<file path="config.mk">
export PLATFORM = sky130hd
export DESIGN_NAME = uart_rx
export DESIGN_NICKNAME = d
export VERILOG_FILES = /design/src/rtl/uart_pkg.sv /design/src/rtl/uart_sync2.sv /design/src/rtl/uart_rx.sv
export SDC_FILE = /design/constraint.sdc
export NUM_CORES = 1
export LEC_CHECK = 0
export CAP_MARGIN = 5
export CORE_UTILIZATION = 40
export DETAILED_ROUTE_END_ITERATION = 7
export PLACE_DENSITY = 0.56
export SLEW_MARGIN = 15
export SYNTH_ARGS = -nofsm -noshare
export SYNTH_HDL_FRONTEND = slang
export SYNTH_SLANG_ARGS = --single-unit
</file>
<file path="constraint.sdc">
create_clock -name uart_rx_clk -period 1.75 [get_ports uart_rx_clk]
set_input_delay 0.35 -clock uart_rx_clk [delete_from_list [all_inputs] [get_ports uart_rx_clk]]
set_output_delay 0.35 -clock uart_rx_clk [all_outputs]
set_load 0.05 [all_outputs]
</file>
<file path="src/rtl/uart_pkg.sv">
// Shared UART definitions: receive FSM state type and frame constants
// common to the transmit and receive directions.
package uart_pkg;

    // Receive FSM states
    typedef enum logic [2:0] {
        ST_IDLE  = 3'd0,
        ST_START = 3'd1,
        ST_DATA  = 3'd2,
        ST_STOP  = 3'd3,
        ST_BREAK = 3'd4
    } uart_rx_state_t;

    // Frame format shared with uart_tx: 8N1
    localparam int UART_DATA_BITS = 8;
    localparam int UART_STOP_BITS = 1;

endpackage : uart_pkg

</file>
<file path="src/rtl/uart_sync2.sv">
// Generic two-flop synchroniser for asynchronous inputs. Both stages reset
// to RESET_VAL so that a line that idles at that level does not produce a
// spurious edge when reset is released.
module uart_sync2 #(
    parameter int                 WIDTH     = 1,
    parameter logic [WIDTH-1:0]   RESET_VAL = '1
) (
    input  logic             i_clk,
    input  logic             i_rst,
    input  logic [WIDTH-1:0] i_d,
    output logic [WIDTH-1:0] o_q
);

    logic [WIDTH-1:0] r_meta;
    logic [WIDTH-1:0] r_sync;

    // Two back-to-back capture stages; only the second stage is used downstream
    always_ff @(posedge i_clk or posedge i_rst) begin
        if (i_rst) begin
            r_meta <= RESET_VAL;
            r_sync <= RESET_VAL;
        end else begin
            r_meta <= i_d;
            r_sync <= r_meta;
        end
    end

    assign o_q = r_sync;

endmodule : uart_sync2

</file>
<file path="src/rtl/uart_rx.sv">
// 8N1 asynchronous serial receiver, LSB first, running on an oversampling
// clock. The start bit is validated at its centre, data and stop bits are
// sampled at bit centres, good bytes are presented with a one-cycle valid
// pulse and a low stop bit raises a one-cycle framing-error pulse.
module uart_rx
    import uart_pkg::*;
#(
    parameter int OVERSAMPLE = 16,
    parameter int DATA_BITS  = UART_DATA_BITS
) (
    input  logic                 uart_rx_clk,
    input  logic                 uart_rx_rst,
    input  logic                 uart_rx_pin,
    output logic [DATA_BITS-1:0] uart_rx_data,
    output logic                 uart_rx_valid,
    output logic                 uart_rx_ferr,
    output logic                 uart_rx_busy
);

    localparam int CNT_W = (OVERSAMPLE > 1) ? $clog2(OVERSAMPLE) : 1;
    localparam int IDX_W = (DATA_BITS > 1) ? $clog2(DATA_BITS) : 1;

    // Start check lands half a bit after the falling edge seen on w_s;
    // every later sample is a full bit after the previous one.
    localparam logic [CNT_W-1:0] CNT_HALF = CNT_W'(OVERSAMPLE / 2 - 1);
    localparam logic [CNT_W-1:0] CNT_FULL = CNT_W'(OVERSAMPLE - 1);
    localparam logic [CNT_W-1:0] CNT_ONE  = CNT_W'(1);
    localparam logic [IDX_W-1:0] IDX_LAST = IDX_W'(DATA_BITS - 1);
    localparam logic [IDX_W-1:0] IDX_ONE  = IDX_W'(1);

    logic                 w_s;
    uart_rx_state_t       r_state;
    logic [CNT_W-1:0]     r_cnt;
    logic [IDX_W-1:0]     r_idx;
    logic [DATA_BITS-1:0] r_shift;
    logic [DATA_BITS-1:0] r_data;
    logic                 r_valid;
    logic                 r_ferr;
    logic                 r_busy;

    uart_sync2 #(
        .WIDTH     (1),
        .RESET_VAL (1'b1)
    ) u_sync (
        .i_clk (uart_rx_clk),
        .i_rst (uart_rx_rst),
        .i_d   (uart_rx_pin),
        .o_q   (w_s)
    );

    // Receive FSM with counters, shift register and registered outputs
    always_ff @(posedge uart_rx_clk or posedge uart_rx_rst) begin
        if (uart_rx_rst) begin
            r_state <= ST_IDLE;
            r_cnt   <= '0;
            r_idx   <= '0;
            r_shift <= '0;
            r_data  <= '0;
            r_valid <= 1'b0;
            r_ferr  <= 1'b0;
            r_busy  <= 1'b0;
        end else begin
            r_valid <= 1'b0;
            r_ferr  <= 1'b0;
            case (r_state)
                ST_IDLE: begin
                    if (!w_s) begin
                        r_state <= ST_START;
                        r_cnt   <= '0;
                        r_busy  <= 1'b1;
                    end
                end

                ST_START: begin
                    if (r_cnt == CNT_HALF) begin
                        r_cnt <= '0;
                        if (!w_s) begin
                            r_state <= ST_DATA;
                            r_idx   <= '0;
                        end else begin
                            // Line back high before mid-bit: treat as a glitch
                            r_state <= ST_IDLE;
                            r_busy  <= 1'b0;
                        end
                    end else begin
                        r_cnt <= r_cnt + CNT_ONE;
                    end
                end

                ST_DATA: begin
                    if (r_cnt == CNT_FULL) begin
                        r_cnt          <= '0;
                        r_shift[r_idx] <= w_s;
                        if (r_idx == IDX_LAST) begin
                            r_state <= ST_STOP;
                            r_idx   <= '0;
                        end else begin
                            r_idx <= r_idx + IDX_ONE;
                        end
                    end else begin
                        r_cnt <= r_cnt + CNT_ONE;
                    end
                end

                ST_STOP: begin
                    if (r_cnt == CNT_FULL) begin
                        r_cnt <= '0;
                        if (w_s) begin
                            r_data  <= r_shift;
                            r_valid <= 1'b1;
                            r_state <= ST_IDLE;
                            r_busy  <= 1'b0;
                        end else begin
                            // Data register keeps the last good byte
                            r_ferr  <= 1'b1;
                            r_state <= ST_BREAK;
                        end
                    end else begin
                        r_cnt <= r_cnt + CNT_ONE;
                    end
                end

                ST_BREAK: begin
                    // Holding here until the line idles gives one ferr per break
                    if (w_s) begin
                        r_state <= ST_IDLE;
                        r_busy  <= 1'b0;
                    end
                end

                default: begin
                    r_state <= ST_IDLE;
                    r_cnt   <= '0;
                    r_idx   <= '0;
                    r_busy  <= 1'b0;
                end
            endcase
        end
    end

    assign uart_rx_data  = r_data;
    assign uart_rx_valid = r_valid;
    assign uart_rx_ferr  = r_ferr;
    assign uart_rx_busy  = r_busy;

endmodule : uart_rx

</file>
==> results.txt <==
The fmax came out at 0.596 GHz. For the worst setup path, the data arrival time is 1.90 ns. Counting along the longest clock path gives a buffer depth of 2.

The critical path is of the reg2reg type. The layout filler cell count came out at 338. The met3 usage in global routing is 0.0441. In this run the worst setup path begins at r_cnt[0]. In the routed design, unresolved DRC markers number 0.

The count of final hold-check violations is 0. The number of synthesized flops with an enable pin came out at 0. For this run, the register share of the synthesized area comes to 0.534. Using the TritonRoute via totals, the vias-per-cell ratio works out to 5.18. Dividing the final minimum period by the clock period gives 0.958. The first-pass detailed-route iteration total is 4. Each instance of the synthesized netlist takes up on average 12.1 um^2. The post-cts hold buffer count came out at 0. The number of different library cells used by synthesis comes to 38. The routability congestion estimate is 0.759. The met1 layer usage reported by global route is 0.215. The post-synth net total is 126. The count of routing violations after the opening detailed-route iteration came out at 27. The total routing usage reported by global routing is 0.168.

The met2 capacity usage during global routing is 0.266. The area inside the core boundary is 3420 um^2. The fraction of final layout cells with drive strength greater than 1 came out at 0.366. The overall die area is 3890 um^2. The average wire per cell in the routed design is 15.0 um. The max-capacitance violation count is 0. The height of the chip is 62.4 um. Among all flip-flop cells after synthesis, the most frequent one is sky130_fd_sc_hd__dfrtp_1. The cell sitting at the root of the clock tree is a sky130_fd_sc_hd__clkbuf_4. The worst-case register-to-register setup slack came out at 0.07 ns. The multi-input combinational cells in the finished layout cover a total of 611 um^2.

The initial utilization of the core area, before any placement, comes to 0.427. The run finished with clean final reports. 14 I/O pins were placed. The worst setup path is captured at a flop. The global routing stage identified its most utilized layer as met2. The reported leakage power came out at 0.807 nW. Data on the critical path is required at its endpoint by 1.98 ns. Setup repair after global routing could not meet its margin everywhere.

The top cell types in the final layout, fill and taps aside, are sky130_fd_sc_hd__dfrtp_1 (29), sky130_fd_sc_hd__buf_4 (21), sky130_fd_sc_hd__mux2_2 (17). Setup violations remaining at the end of the flow were counted as 0. The measured slew at the worst slew-check pin is 0.442 ns. In this run the critical register-to-register path is captured at r_shift[1]. The kind of launch point of the worst setup path is a flop. The share of the synthesized area in the top cell type came out at 0.498.

Buffers inserted during clock tree synthesis total 5. The final wirelength is 2.86 mm. The post-synthesis to final-layout area growth came out at 17.2%. The final layout net count is 150.

The worst hold-check slack is 0.364 ns. The clock edge transition at the registers on the reported setup and hold paths is 0.10 ns. The number of warnings issued by yosys is 0. The critical path's slowest cell is sky130_fd_sc_hd__dfrtp_1.

The fraction of registers with async set or reset after synthesis is 1.00. The total vias in the final route came out at 990. The path class of the tightest hold or removal check is reg2reg. The number of cell rows came out at 21.

Dividing total power by cell area gives a power density of 1030 nW/um^2. The number of global-route vias before repair came to 1,016. The maximum fanout along the worst path is 4. TritonCTS built the clock tree. The post-cts repair resize count came out at 0.

The wire length of the first global-routing pass came out at 4.92 mm. The number of I/O port buffers came out at 13. The maximum single-stage delay on the critical path came out at 0.40 ns.

The startpoint identified for the worst register-to-register timing path is r_cnt[0]. The most critical setup path has its endpoint at r_shift[1]. Entering global routing, the biggest net connects 32 pins. The clock network latency to the later pin of the worst-skew pair came out at 0.33 ns. The register bit count reported by yosys is 31. The clock sink count came out at 31. The critical path goes through ha_1 -> nand4b_1 -> nor4_1 -> mux2_2. In this run the tightest slew margin relative to its limit is 0.704. Detailed placement finished with a half-perimeter wire length of 2.02 mm. Counting both buffers and inverters, the worst setup path holds a total of 0.

The final antenna diode count came out at 0. The power after layout came out at 0.00176 W. The count of final max-slew check failures is 0.

The remaining global-route overflow came out at 0. The number of H-tree levels is 2. Among cell families on the critical path, the largest total delay comes from simple AND/OR/NAND/NOR gates.

The dominant cell type by area after synthesis is sky130_fd_sc_hd__dfrtp_1. The buffers inserted during post-CTS setup optimization is 0. The chip width is 62.4 um. The worst path needs 1.68 ns of the cycle, external delays included. The area of all sequential standard cells is 778 um^2. IR analysis of the VDD net gives a maximum drop of 0.000494 V. The initial antenna violation count came to 0. The post-route antenna net violation count came out at 0. The final setup skew came out at 0.00921 ns. The library cell used most frequently in the layout, excluding fill and tap cells, is sky130_fd_sc_hd__dfrtp_1. The synthesized instance count is 120. The depth of the most critical reg-to-reg path came out at 4. The summed instance area of the synthesized netlist came out at 1460 um^2. In the post-synthesis netlist, the biggest area contributors are sky130_fd_sc_hd__dfrtp_1 (50%), sky130_fd_sc_hd__mux2_2 (13%), sky130_fd_sc_hd__dfstp_2 (3.6%), sky130_fd_sc_hd__ha_1 (2.6%), sky130_fd_sc_hd__inv_1 (2.1%). In this run the number of cells on the critical path is 4.
-- logic make-up (layout without fill, tap and decap cells) --
kind of cell,Yosys count,in the layout,synth area share
compound gates,20,20,0.0953
xor+xnor,3,3,0.0180
fa+ha+maj,4,4,0.0326
buf+inv,14,39,0.0481
flops,31,31,0.534
mux,18,18,0.138
simple gates,30,30,0.134
-- registers in the layout, indices dropped and copies added (netlist names) --
signal,count
r_cnt,4
uart_rx_ferr,1
uart_rx_busy,1
uart_rx_valid,1
uart_rx_data,8
r_state,3
r_shift,8
r_idx,3
u_sync.o_q,1
u_sync.r_meta,1
-- worst min path at each step --
stage,startpoint,endpoint,cells past startpoint
final,u_sync.r_meta,u_sync.o_q,0
after global routing,u_sync.r_meta,u_sync.o_q,0
after CTS,u_sync.r_meta,u_sync.o_q,0
after detailed placement,u_sync.r_meta,u_sync.o_q,0
after global placement,u_sync.r_meta,u_sync.o_q,0
after floorplan,u_sync.r_meta,u_sync.o_q,0
-- layout make-up --
cell class	instances	share of cell area
Clock inverter	2	0.00733
Sequential cell	31	0.456
Tap cell	46	0.0337
Timing Repair Buffer	23	0.104
Inverter	8	0.0176
Multi-Input combinational cell	75	0.358
Clock buffer	6	0.0242
-- synth_stat cells, types with 2 or more instances --
cell	count
sky130_fd_sc_hd__dfstp_2	2
sky130_fd_sc_hd__nand3_1	5
sky130_fd_sc_hd__nor4_1	4
sky130_fd_sc_hd__inv_1	8
sky130_fd_sc_hd__buf_4	2
sky130_fd_sc_hd__a21oi_1	3
sky130_fd_sc_hd__o211ai_1	4
sky130_fd_sc_hd__ha_1	3
sky130_fd_sc_hd__nor2_1	2
sky130_fd_sc_hd__nand2_1	4
sky130_fd_sc_hd__nand4_1	4
sky130_fd_sc_hd__o21ai_0	3
sky130_fd_sc_hd__buf_2	2
sky130_fd_sc_hd__mux2_2	17
sky130_fd_sc_hd__a31oi_1	3
sky130_fd_sc_hd__or2_2	2
sky130_fd_sc_hd__xor2_1	2
sky130_fd_sc_hd__a211oi_1	2
sky130_fd_sc_hd__dfrtp_1	29
-- worst register-to-register path, delay by kind of cell, from the launching register on --
kind / cells / cell delay, ns
flops: 1 / 0.40
mux: 1 / 0.38
fa+ha+maj: 1 / 0.23
simple gates: 2 / 0.57
-- through the flow --
step	cells	setup WS (ns)	cell area [um^2]	TNS, ns	utilization
global placement	183	0.123	1650	0	0.484
floorplan	120	0.193	1460	0	-
CTS	191	0.0385	1710	0	0.500
finish	191	0.0735	1710	0	0.500
global route	191	-0.0644	1710	-0.117	0.500
detailed placement	183	0.0643	1650	0	0.484
-- report_power, final --
part           switching [W]  total [W]  internal, W
logic               0.000252   0.000470     0.000218
clock network       0.000249   0.000404     0.000155
registers          0.0000979   0.000885     0.000787
-- per-layer routing --
metal / routed length [um] / up-vias
li1: - / 492
met1: 1400 / 480
met2: 1330 / 14
met3: 76 / 4
met4: 55 / 0
met5: 0 / -
Note: power is estimated with default switching activity, not from simulation.
